--- src/rtl/div_pkg.sv ---
// Shared types and constants for the RV32M divide/remainder unit.
package div_pkg;

  // Operation encoding, matching divsel[1:0]
  typedef enum logic [1:0] {
    DIV  = 2'b00,
    DIVU = 2'b01,
    REM  = 2'b10,
    REMU = 2'b11
  } divop_t;

  // Control FSM states
  typedef enum logic [1:0] {
    IDLE = 2'b00,
    CALC = 2'b01,
    DONE = 2'b10
  } div_state_t;

  // divsel bit that carries the request strobe
  localparam int DIV_REQ_BIT = 2;

  // Constants for the default 32-bit configuration
  localparam int                   DIV_WIDTH    = 32;
  localparam logic [DIV_WIDTH-1:0] DIV_ALL_ONES = '1;
  localparam logic [DIV_WIDTH-1:0] DIV_SMIN     = {1'b1, {(DIV_WIDTH-1){1'b0}}};

  // DIV and REM treat operands as two's complement
  function automatic logic op_is_signed(input divop_t op);
    return ~op[0];
  endfunction

  // REM and REMU return the remainder rather than the quotient
  function automatic logic op_is_rem(input divop_t op);
    return op[1];
  endfunction

endpackage

--- src/rtl/div_step.sv ---
// One restoring shift-subtract iteration: shift the next dividend bit into the
// partial remainder, subtract the divisor when it fits and record the quotient bit.
module div_step #(
  parameter int WIDTH = 32
) (
  input  logic [WIDTH-1:0] rem_in,
  input  logic [WIDTH-1:0] quo_in,
  input  logic [WIDTH-1:0] divisor,
  output logic [WIDTH-1:0] rem_out,
  output logic [WIDTH-1:0] quo_out
);

  // The shifted remainder can exceed WIDTH bits, so compare and subtract one bit wider
  logic [WIDTH:0] shifted;
  logic           fits;

  assign shifted = {rem_in, quo_in[WIDTH-1]};
  assign fits    = (shifted >= {1'b0, divisor});

  // The difference is always below the divisor, so it fits back into WIDTH bits
  always_comb begin
    rem_out = shifted[WIDTH-1:0];
    if (fits) begin
      rem_out = WIDTH'(shifted - {1'b0, divisor});
    end
    quo_out = {quo_in[WIDTH-2:0], fits};
  end

endmodule

--- src/rtl/div_unit.sv ---
// Multi-cycle RV32M divide/remainder unit for the Execute stage.
// Magnitudes are divided with a restoring algorithm over WIDTH cycles and the
// signs are restored when the result is registered. Divide-by-zero and signed
// overflow bypass the iteration and finish one cycle after launch.
module div_unit
  import div_pkg::*;
#(
  parameter int WIDTH = 32
) (
  input  logic             clk,
  input  logic             rst_n,
  input  logic [2:0]       divsel,
  input  logic [WIDTH-1:0] a,
  input  logic [WIDTH-1:0] b,
  input  logic             hold,
  input  logic             kill,
  output logic             busy,
  output logic             ready,
  output logic [WIDTH-1:0] res
);

  localparam int               CNT_W    = $clog2(WIDTH);
  localparam logic [CNT_W-1:0] CNT_LAST = CNT_W'(WIDTH - 1);
  localparam logic [WIDTH-1:0] ALL_ONES = '1;
  localparam logic [WIDTH-1:0] SMIN     = {1'b1, {(WIDTH-1){1'b0}}};

  div_state_t       state_q;
  divop_t           op_q;
  logic             neg_quo_q;
  logic             neg_rem_q;
  logic [WIDTH-1:0] rem_q;
  logic [WIDTH-1:0] quo_q;
  logic [WIDTH-1:0] divisor_q;
  logic [CNT_W-1:0] cnt_q;
  logic [WIDTH-1:0] res_q;
  logic             busy_q;
  logic             ready_q;

  divop_t           req_op;
  logic             req_signed;
  logic             req_rem;
  logic             a_neg;
  logic             b_neg;
  logic [WIDTH-1:0] a_mag;
  logic [WIDTH-1:0] b_mag;
  logic             b_zero;
  logic             ovf;
  logic [WIDTH-1:0] special_res;

  logic [WIDTH-1:0] step_rem;
  logic [WIDTH-1:0] step_quo;
  logic [WIDTH-1:0] quo_fix;
  logic [WIDTH-1:0] rem_fix;
  logic [WIDTH-1:0] res_d;

  // Decode the incoming request: operand magnitudes and the early-exit cases
  always_comb begin
    req_op      = divop_t'(divsel[1:0]);
    req_signed  = op_is_signed(req_op);
    req_rem     = op_is_rem(req_op);
    a_neg       = req_signed & a[WIDTH-1];
    b_neg       = req_signed & b[WIDTH-1];
    a_mag       = a_neg ? -a : a;
    b_mag       = b_neg ? -b : b;
    b_zero      = (b == '0);
    ovf         = req_signed && (a == SMIN) && (b == ALL_ONES);
    special_res = '0;
    if (b_zero) begin
      special_res = req_rem ? a : ALL_ONES;
    end else if (!req_rem) begin
      special_res = a;
    end
  end

  div_step #(
    .WIDTH(WIDTH)
  ) u_step (
    .rem_in (rem_q),
    .quo_in (quo_q),
    .divisor(divisor_q),
    .rem_out(step_rem),
    .quo_out(step_quo)
  );

  // Sign fix-up on the final iteration: quotient negative when operand signs
  // differ, remainder follows the dividend
  always_comb begin
    quo_fix = neg_quo_q ? -step_quo : step_quo;
    rem_fix = neg_rem_q ? -step_rem : step_rem;
    res_d   = op_is_rem(op_q) ? rem_fix : quo_fix;
  end

  // Control FSM with the iteration datapath and registered outputs
  always_ff @(posedge clk or negedge rst_n) begin
    if (!rst_n) begin
      state_q   <= IDLE;
      op_q      <= DIV;
      neg_quo_q <= 1'b0;
      neg_rem_q <= 1'b0;
      rem_q     <= '0;
      quo_q     <= '0;
      divisor_q <= '0;
      cnt_q     <= '0;
      res_q     <= '0;
      busy_q    <= 1'b0;
      ready_q   <= 1'b0;
    end else begin
      case (state_q)
        IDLE: begin
          if (divsel[DIV_REQ_BIT] && !kill) begin
            op_q      <= req_op;
            neg_quo_q <= a_neg ^ b_neg;
            neg_rem_q <= a_neg;
            rem_q     <= '0;
            quo_q     <= a_mag;
            divisor_q <= b_mag;
            cnt_q     <= '0;
            busy_q    <= 1'b1;
            if (b_zero || ovf) begin
              res_q   <= special_res;
              ready_q <= 1'b1;
              state_q <= DONE;
            end else begin
              state_q <= CALC;
            end
          end
        end
        CALC: begin
          if (kill) begin
            busy_q  <= 1'b0;
            ready_q <= 1'b0;
            state_q <= IDLE;
          end else begin
            rem_q <= step_rem;
            quo_q <= step_quo;
            cnt_q <= cnt_q + CNT_W'(1);
            if (cnt_q == CNT_LAST) begin
              res_q   <= res_d;
              ready_q <= 1'b1;
              state_q <= DONE;
            end
          end
        end
        DONE: begin
          // kill wins over hold; hold keeps the result presented
          if (kill || !hold) begin
            busy_q  <= 1'b0;
            ready_q <= 1'b0;
            state_q <= IDLE;
          end
        end
        default: begin
          busy_q  <= 1'b0;
          ready_q <= 1'b0;
          state_q <= IDLE;
        end
      endcase
    end
  end

  assign busy  = busy_q;
  assign ready = ready_q;
  assign res   = res_q;

endmodule
--- config.mk ---
export PLATFORM = sky130hd
export DESIGN_NAME = div_unit
export DESIGN_NICKNAME = d
export VERILOG_FILES = /design/src/rtl/div_pkg.sv /design/src/rtl/div_step.sv /design/src/rtl/div_unit.sv
export SDC_FILE = /design/constraint.sdc
export NUM_CORES = 1
export LEC_CHECK = 0
export CAP_MARGIN = 5
export CELL_PAD_IN_SITES_DETAIL_PLACEMENT = 0
export CELL_PAD_IN_SITES_GLOBAL_PLACEMENT = 1
export CORE_MARGIN = 2
export CORE_UTILIZATION = 33
export CTS_CLUSTER_DIAMETER = 150
export CTS_CLUSTER_SIZE = 40
export DETAILED_ROUTE_END_ITERATION = 10
export GPL_TIMING_DRIVEN = 0
export MAX_ROUTING_LAYER = met4
export PLACE_DENSITY_LB_ADDON = 0.1
export SYNTH_ARGS = -nofsm -noshare
export SYNTH_HDL_FRONTEND = slang
export SYNTH_SLANG_ARGS = --single-unit
--- constraint.sdc ---
create_clock -name clk -period 6.34 [get_ports clk]
set_input_delay 1.585 -clock clk [delete_from_list [all_inputs] [get_ports clk]]
set_output_delay 1.585 -clock clk [all_outputs]
set_load 0.005 [all_outputs]
======== After elaboration in Yosys (flattened, before gate mapping) ========
Index checks and enable logic that the tools add are counted.
storage, ports and cells
  bits in registers ....................... 141
  input bits .............................. 71
  output and inout port bits .............. 34
  logic and storage cells ................. 88
cells by class
  $add $sub $neg .......................... 6
  order comparisons ....................... 1
  eq/ne operators ......................... 12
  mux-type cells .......................... 38
  bitwise operators ....................... 4
  reductions and logical operators ........ 16
operator list
  kind                                                                   count
  32-bit 2-to-1 mux                                                      17
  32-bit case mux with 2 select lines                                    3
  32-bit negator                                                         4
  32-bit equality test, second input constant                            2
  33-bit by 32-bit >= comparator with 1-bit output                       1
  32-bit zero test                                                       1
  32-bit subtractor                                                      1
  2-bit != test, second input constant                                   6
  2-bit 2-to-1 mux                                                       5
  5-bit 2-to-1 mux                                                       2
  5-bit case mux with 2 select lines                                     1
  3-bit AND reduction                                                    3
  1-bit 2-to-1 mux                                                       7
  1-bit case mux with 3 select lines                                     2
  2-bit case mux with 3 select lines                                     1
  5-bit by 1-bit adder with 5-bit output, second input constant          1
  5-bit equality test, second input constant                             1
  5-bit AND reduction                                                    1
  4-bit AND reduction                                                    1
  1-bit logical AND                                                      3
  3-bit != test, second input constant                                   1
  1-bit AND                                                              2
  2-bit by 1-bit equality test with 1-bit output, second input constant  1
  2-bit equality test, second input constant                             1
  7 further kinds                                                        9

======== Longest topological paths before layout ========
  depth after elaboration ................. 8
  mapped depth ............................ 26
  gate-level depth less buffers ........... 21

======== Hierarchy ========
From an unflattened synthesis, not the netlist that was laid out.
second synthesis, totals
  cells, all modules ...................... 1488
  area total of the unflattened synthesis .. 11616.1 µm²
by module, submodules not included
  module    times used  cells each  area an instance (µm²)  sequential area each (µm²)
  div_unit  1           1108        9076.2                  3503.4
  div_step  1           380         2539.9                  0.0

======== Worst setup path before layout ========
No wires, ideal clock.
  path kind ............................... flip-flop to flip-flop
  start ................................... reg rem_q[0]
  end ..................................... reg res_q[28] (netlist: res[28])
  setup time .............................. 0.132 ns
  data arrival time ....................... 5.558 ns
  required time ........................... 6.208 ns
  setup slack ............................. 0.650 ns
  cell stages (with the launch flop) ...... 24
  path buffers ............................ 4
  clock period less this slack ............ 5.690 ns
  cells stage by stage .................... dfrtp_1 > ha_1 > nor2b_1 > o211ai_1 > a211oi_2 > a31o_2 > o211ai_2 > nand2_1 > buf_4 > buf_1 > clkbuf_1 > buf_2 > a21oi_1 > inv_1 > ha_1 > nand3_1 > or3_1 > or3_1 > nor3_1 > a31oi_1 > or4_4 > o41ai_4 > xnor2_1 > o221ai_2
between the ends
  longest elaborated chain between the ends .. 8
  elaborated cells on any way between the ends .. 11
  those cells by class .................... add/sub: 3; order compare: 1; mux: 7
RTL lines
  what                                                                                          RTL line                        source
  start: declaration                                                                            div_unit.sv:31                  logic [WIDTH-1:0] rem_q;
  start signal: assignment                                                                      div_unit.sv:134                 rem_q <= step_rem;
  32-bit subtractor / 33-bit by 32-bit >= comparator with 1-bit output (equally long branches)  div_step.sv:24, div_step.sv:18
  32-bit 2-to-1 mux                                                                             div_step.sv:23                  if (fits) begin
  32-bit negator                                                                                div_unit.sv:89                  rem_fix = neg_rem_q ? -step_rem : step_rem;
  32-bit 2-to-1 mux                                                                             div_unit.sv:89
  32-bit 2-to-1 mux (*)                                                                         div_unit.sv:90                  res_d = op_is_rem(op_q) ? rem_fix : quo_fix;
  32-bit 2-to-1 mux (*)                                                                         div_unit.sv:137                 if (cnt_q == CNT_LAST) begin
  32-bit 2-to-1 mux (*)                                                                         div_unit.sv:129                 if (kill) begin
  32-bit case mux with 2 select lines (*)                                                       div_unit.sv:108                 case (state_q)
  end signal: assignment                                                                        div_unit.sv:120                 res_q <= special_res;
  end signal: assignment                                                                        div_unit.sv:138                 res_q <= res_d;
  end: declaration                                                                              div_unit.sv:35                  logic [WIDTH-1:0] res_q;
Every way passes the cells marked *; elsewhere a longest branch is shown, timed or not. The select of a mux whose other input is x is not followed.
A chain may end at the register's enable or synchronous reset.

======== Worst setup path in the final report ========
  start ................................... reg divisor_q[6]
  end ..................................... reg res_q[28] (netlist: res[28])
between the ends
  longest elaborated chain between the ends .. 8
  elaborated cells on any way between the ends .. 11
  those cells by class .................... add/sub: 3; order compare: 1; mux: 7
RTL lines
  what                                                                                          RTL line                        source
  start: declaration                                                                            div_unit.sv:33                  logic [WIDTH-1:0] divisor_q;
  start signal: assignment                                                                      div_unit.sv:116                 divisor_q <= b_mag;
  32-bit subtractor / 33-bit by 32-bit >= comparator with 1-bit output (equally long branches)  div_step.sv:24, div_step.sv:18
  32-bit 2-to-1 mux                                                                             div_step.sv:23
  32-bit negator                                                                                div_unit.sv:89
  32-bit 2-to-1 mux                                                                             div_unit.sv:89
  32-bit 2-to-1 mux (*)                                                                         div_unit.sv:90
  32-bit 2-to-1 mux (*)                                                                         div_unit.sv:137
  32-bit 2-to-1 mux (*)                                                                         div_unit.sv:129
  32-bit case mux with 2 select lines (*)                                                       div_unit.sv:108
Marked as above.

==> report_table.html <==
<table>
<tr><th>Metric</th><th>Value</th></tr>
<tr><th colspan="2">Logic synthesis</th></tr>
<tr><td>Most frequently used cell type in the post-synthesis netlist</td><td>nand2_1</td></tr>
<tr><td>Post-synthesis sequential area ratio</td><td>29.5%</td></tr>
<tr><td>Most used DFF post-synth</td><td>dfrtp_1</td></tr>
<tr><td>Post-synthesis cell type count</td><td>89</td></tr>
<tr><td>Most common library cells after synthesis</td><td>nand2_1 (201), o21ai_0 (194), dfrtp_1 (140)</td></tr>
<tr><td>Dominant cells by area after synthesis</td><td>dfrtp_1 (30%), o21ai_0 (8.2%), nand2_1 (6.4%)</td></tr>
<tr><td>EDFF count, synth</td><td>0</td></tr>
<tr><td>Most area-hungry cell type in the Yosys netlist</td><td>dfrtp_1</td></tr>
<tr><td>Post-synth net total</td><td>1652</td></tr>
<tr><td>Area fraction of the dominant cell type after synthesis</td><td>29.5%</td></tr>
<tr><td>Flops &amp; latches, synth</td><td>140</td></tr>
<tr><td>Synthesized instance count</td><td>1541</td></tr>
<tr><td>Synthesized area</td><td>11900 um2</td></tr>
<tr><td>Ys async rst share</td><td>100%</td></tr>
<tr><td>Synthesis warning total</td><td>0</td></tr>
<tr><td>Average cell area after synthesis</td><td>7.69 um2</td></tr>
<tr><th colspan="2">Clocking</th></tr>
<tr><td>Hold buffer count at cts</td><td>0</td></tr>
<tr><td>Clock tree from TritonCTS</td><td>built</td></tr>
<tr><td>Clk slew on worst S/H paths</td><td>70 ps</td></tr>
<tr><td>Clock tree sinks</td><td>140</td></tr>
<tr><td>Root Driver</td><td>clkbuf_16</td></tr>
<tr><td>TritonCTS buffer count</td><td>17</td></tr>
<tr><td>Number of buffers on the longest clock path</td><td>2</td></tr>
<tr><td>Number of H-tree levels</td><td>4</td></tr>
<tr><td>Insertion delay of the later-clocked pin in the worst-skew pair</td><td>450 ps</td></tr>
<tr><th colspan="2">Cells and area</th></tr>
<tr><td>Filler-free cell count of the finished design</td><td>2136</td></tr>
<tr><td>Ratio of cells with drive above 1 in the final layout</td><td>5.73%</td></tr>
<tr><td>Post-layout instance area</td><td>14200 um2</td></tr>
<tr><td>Utilization after layout</td><td>40.0%</td></tr>
<tr><td>Final nets</td><td>1773</td></tr>
<tr><td>Filler cell count</td><td>3741</td></tr>
<tr><td>Area growth from synthesis to final layout</td><td>19.6%</td></tr>
<tr><td>Number of diodes</td><td>0</td></tr>
<tr><th colspan="2">Critical path</th></tr>
<tr><td>Crit. path cell count</td><td>24</td></tr>
<tr><td>Required time reported for the critical path endpoint</td><td>6670 ps</td></tr>
<tr><td>Worst setup EP type</td><td>flop</td></tr>
<tr><td>Startpoint types</td><td>flop</td></tr>
<tr><td>Top cell by count, worst path</td><td>buf_4</td></tr>
<tr><td>Worst path top cell family by delay</td><td>compound AO/OA/AOI/OAI gates</td></tr>
<tr><td>WP buf/inv</td><td>5</td></tr>
<tr><td>Crit-path max cell delay</td><td>660 ps</td></tr>
<tr><td>Kind of critical path</td><td>reg2reg</td></tr>
<tr><td>Worst-path maximum fanout</td><td>10</td></tr>
<tr><td>Number of cells on the worst reg-to-reg path</td><td>24</td></tr>
<tr><td>Worst path arrival time</td><td>6430 ps</td></tr>
<tr><td>Worst path cell trace</td><td>inv_1 &gt; ha_1 &gt; a21o_1 &gt; a31oi_1 &gt; o22ai_1 &gt; a31o_2 &gt; o211ai_4 &gt; nand2_2 &gt; buf_4 &gt; buf_4 &gt; buf_4 &gt; nor2_1 &gt; a21oi_1 &gt; inv_1 &gt; ha_1 &gt; nand3_1 &gt; or3_1 &gt; or3_1 &gt; nor3_1 &gt; a31oi_1 &gt; or4_4 &gt; o41ai_4 &gt; xnor2_1 &gt; o221ai_2</td></tr>
<tr><td>Cell with the largest stage delay on the worst path</td><td>or4_4</td></tr>
<tr><th colspan="2">STA</th></tr>
<tr><td>Shortest period the worst path allows</td><td>6100 ps</td></tr>
<tr><td>Final critical-path share of the clock period</td><td>96.2%</td></tr>
<tr><td>Total count of max-transition violations in the final report</td><td>0</td></tr>
<tr><td>Headroom to the max-slew limit</td><td>25.2%</td></tr>
<tr><td>Max Clock Skew</td><td>15.0 ps</td></tr>
<tr><td>RSZ-0062 raised after global routing</td><td>false</td></tr>
<tr><td>Fmax</td><td>164 MHz</td></tr>
<tr><td>Final number of setup-violating endpoints</td><td>0</td></tr>
<tr><td>Total count of hold-check failures in the final report</td><td>0</td></tr>
<tr><td>Tightest Pin Transition</td><td>1110 ps</td></tr>
<tr><th colspan="2">Route</th></tr>
<tr><td>Ratio of routed vias to standard cells</td><td>5.73</td></tr>
<tr><td>Via Count</td><td>12200</td></tr>
<tr><td>Routed wire per std cell</td><td>22.5 um</td></tr>
<tr><td>Detailed-routing iteration count for the pre-antenna-repair pass</td><td>5</td></tr>
<tr><td>Wire length reported by the detailed router</td><td>48000 um</td></tr>
<tr><td>Residual antenna-violating net count after detailed routing</td><td>0</td></tr>
<tr><td>Post-route DRC</td><td>0</td></tr>
<tr><td>Number of violations reported at the end of detailed-routing iteration 0</td><td>928</td></tr>
<tr><th colspan="2">Hold path</th></tr>
<tr><td>Class of the worst hold path</td><td>reg2reg</td></tr>
<tr><td>Hold Path Stages</td><td>2</td></tr>
<tr><th colspan="2">Floorplanning</th></tr>
<tr><td>Vert. Die Dim</td><td>194 um</td></tr>
<tr><td>Area enclosed by the die boundary</td><td>37500 um2</td></tr>
<tr><td>Starting density of the core</td><td>33.4%</td></tr>
<tr><td>Core Region</td><td>35500 um2</td></tr>
<tr><td>Number of placed I/O pins</td><td>105</td></tr>
<tr><td># rows</td><td>69</td></tr>
<tr><td>Die width</td><td>194 um</td></tr>
<tr><th colspan="2">Placed design</th></tr>
<tr><td>Standard cell area after detailed placement</td><td>13500 um2</td></tr>
<tr><td>Placer congestion estimate</td><td>0.881</td></tr>
<tr><td>Port bufs</td><td>104</td></tr>
<tr><td>Cells after DPL</td><td>2107</td></tr>
<tr><td>Placed wire-length estimate</td><td>38500 um</td></tr>
<tr><th colspan="2">GRT</th></tr>
<tr><td>Global-route usage over all layers</td><td>26.3%</td></tr>
<tr><td>Via count of the first global-routing pass</td><td>11800</td></tr>
<tr><td>Leftover overflow at the end of global routing</td><td>0</td></tr>
<tr><td>Wire length of the first global-routing pass</td><td>73400 um</td></tr>
<tr><td>Pin count of the biggest net entering global routing</td><td>78</td></tr>
<tr><td>Antenna violations before repair</td><td>0</td></tr>
<tr><th colspan="2">Power</th></tr>
<tr><td>Power density normalized to cell area</td><td>441 nW/um2</td></tr>
<tr><td>Total power after layout</td><td>6.25 mW</td></tr>
<tr><td>Worst vdd ir</td><td>0.231 mV</td></tr>
<tr><td>Leakage power</td><td>5.71 nW</td></tr>
<tr><th colspan="2">Flow run</th></tr>
<tr><td>Max-capacitance violation count</td><td>0</td></tr>
<tr><th colspan="2">Status</th></tr>
<tr><td>Result of the run</td><td>finished, final reports clean</td></tr>
</table>
[power by group]
part / leakage [nW] / internal [mW] / switching [mW] / total (mW)
clock network: 0.301 / 0.635 / 0.437 / 1.07
registers: 1.81 / 1.21 / 0.401 / 1.61
logic: 3.59 / 1.34 / 2.23 / 3.57
[final timing paths]
path	start	slack (ps)	endpoint
min reg2reg	res[7]$_DFFE_PN0P_	480	res[7]$_DFFE_PN0P_
min	res[7]$_DFFE_PN0P_	480	res[7]$_DFFE_PN0P_
max in group asynchronous	rst_n	4320	quo_q[2]$_DFFE_PN0P_
min in group asynchronous	rst_n	1140	divisor_q[15]$_DFFE_PN0P_
max	divisor_q[6]$_DFFE_PN0P_	240	res[28]$_DFFE_PN0P_
max reg2reg	divisor_q[6]$_DFFE_PN0P_	240	res[28]$_DFFE_PN0P_
[routing by layer]
| metal | vias to the layer above | track usage, % | share of wire [%] |
|---|---|---|---|
| li1 | 5810 | - | - |
| met1 | 6080 | 38.1 | 50 |
| met2 | 305 | 39.2 | 45 |
| met3 | 37 | 3.36 | 4.5 |
| met4 | 0 | 5.34 | 1.4 |
| met5 | - | - | 0 |
[placed cells by master, fill, tap and decap left out, types with 5 or more instances in the layout]
| master | netlist | layout |
|---|---|---|
| nor2b_1 | 10 | 10 |
| or3_1 | 24 | 24 |
| nor3_1 | 32 | 29 |
| o21a_1 | 16 | 16 |
| nand2_1 | 201 | 200 |
| mux2i_1 | 24 | 23 |
| nor4_1 | 16 | 16 |
| a21oi_1 | 126 | 126 |
| clkbuf_16 | 0 | 17 |
| and2_1 | 11 | 11 |
| buf_4 | 6 | 10 |
| buf_1 | 8 | 6 |
| o41ai_1 | 16 | 16 |
| o31a_1 | 6 | 6 |
| a211oi_1 | 20 | 20 |
| buf_6 | 6 | 8 |
| nand2b_1 | 21 | 21 |
| clkdlybuf4s50_1 | 0 | 103 |
| a22o_1 | 8 | 8 |
| or4_1 | 13 | 13 |
| ha_1 | 39 | 35 |
| clkbuf_8 | 0 | 5 |
| o21bai_1 | 5 | 5 |
| clkbuf_1 | 60 | 57 |
| o211ai_1 | 11 | 11 |
| a21o_1 | 11 | 11 |
| o21ai_0 | 194 | 194 |
| a31oi_1 | 17 | 17 |
| xor2_1 | 63 | 63 |
| nor2_1 | 135 | 135 |
| nand3_1 | 28 | 28 |
| a221oi_1 | 9 | 9 |
| inv_1 | 50 | 49 |
| dfrtp_1 | 140 | 139 |
| and3_1 | 6 | 6 |
| nand4_1 | 23 | 23 |
| xnor2_1 | 72 | 72 |
| o31ai_1 | 29 | 29 |
[stage by stage]
| stage | TNS [ps] | hold WS (ps) | worst slack [ps] |
|---|---|---|---|
| after floorplan | 0 | 445 | 650 |
| after global placement | -376110 | 459 | -2660 |
| after detailed placement | -7380 | 464 | -1030 |
| after CTS | 0 | 482 | 34.8 |
| after global routing | 0 | 499 | 2.36 |
| final | 0 | 476 | 244 |
[cell type report]
class	instances	area (um2)	area share [%]
clock buffers	24	502	3.54
clock inverters	8	105	0.741
multi-input cells	1265	7820	55.2
inverters	52	199	1.40
well taps	461	577	4.07
plain buffers	78	378	2.66
flip-flops and latches	140	3500	24.7
repair buffers	108	1090	7.70
[kinds of logic after synthesis]
logic type,Yosys count,synth area share (%)
xor+xnor,136,10.1
flops,140,29.5
buf+inv,136,4.94
mux,28,2.41
simple gates,548,21.9
fa+ha+maj,40,4.28
compound gates,513,26.8
[worst reg2reg max path: stages (launching register included)]
cell	delay, ps
dfrtp_1	480
inv_1	80
ha_1	400
a21o_1	260
a31oi_1	240
o22ai_1	140
a31o_2	290
o211ai_4	380
nand2_2	130
buf_4	220
buf_4	210
buf_4	200
nor2_1	100
a21oi_1	60
inv_1	90
ha_1	200
nand3_1	110
or3_1	370
or3_1	320
nor3_1	130
a31oi_1	210
or4_4	660
o41ai_4	380
xnor2_1	200
o221ai_2	130
[timing repair]
action	in CTS	in global routing
pin swaps	1	3
buffers inserted	1	2
resized for setup	11	11
gates cloned	0	0
setup endpoints to repair	11	6
[registers in the layout (all words and copies together), names as in the netlist]
signal     count
neg_quo_q      1
res           32
ready          1
cnt_q          5
quo_q         32
divisor_q     32
neg_rem_q      1
rem_q         32
op_q           1
busy           1
state_q        2
No activity file was read; power rests on OpenSTA's default activity.
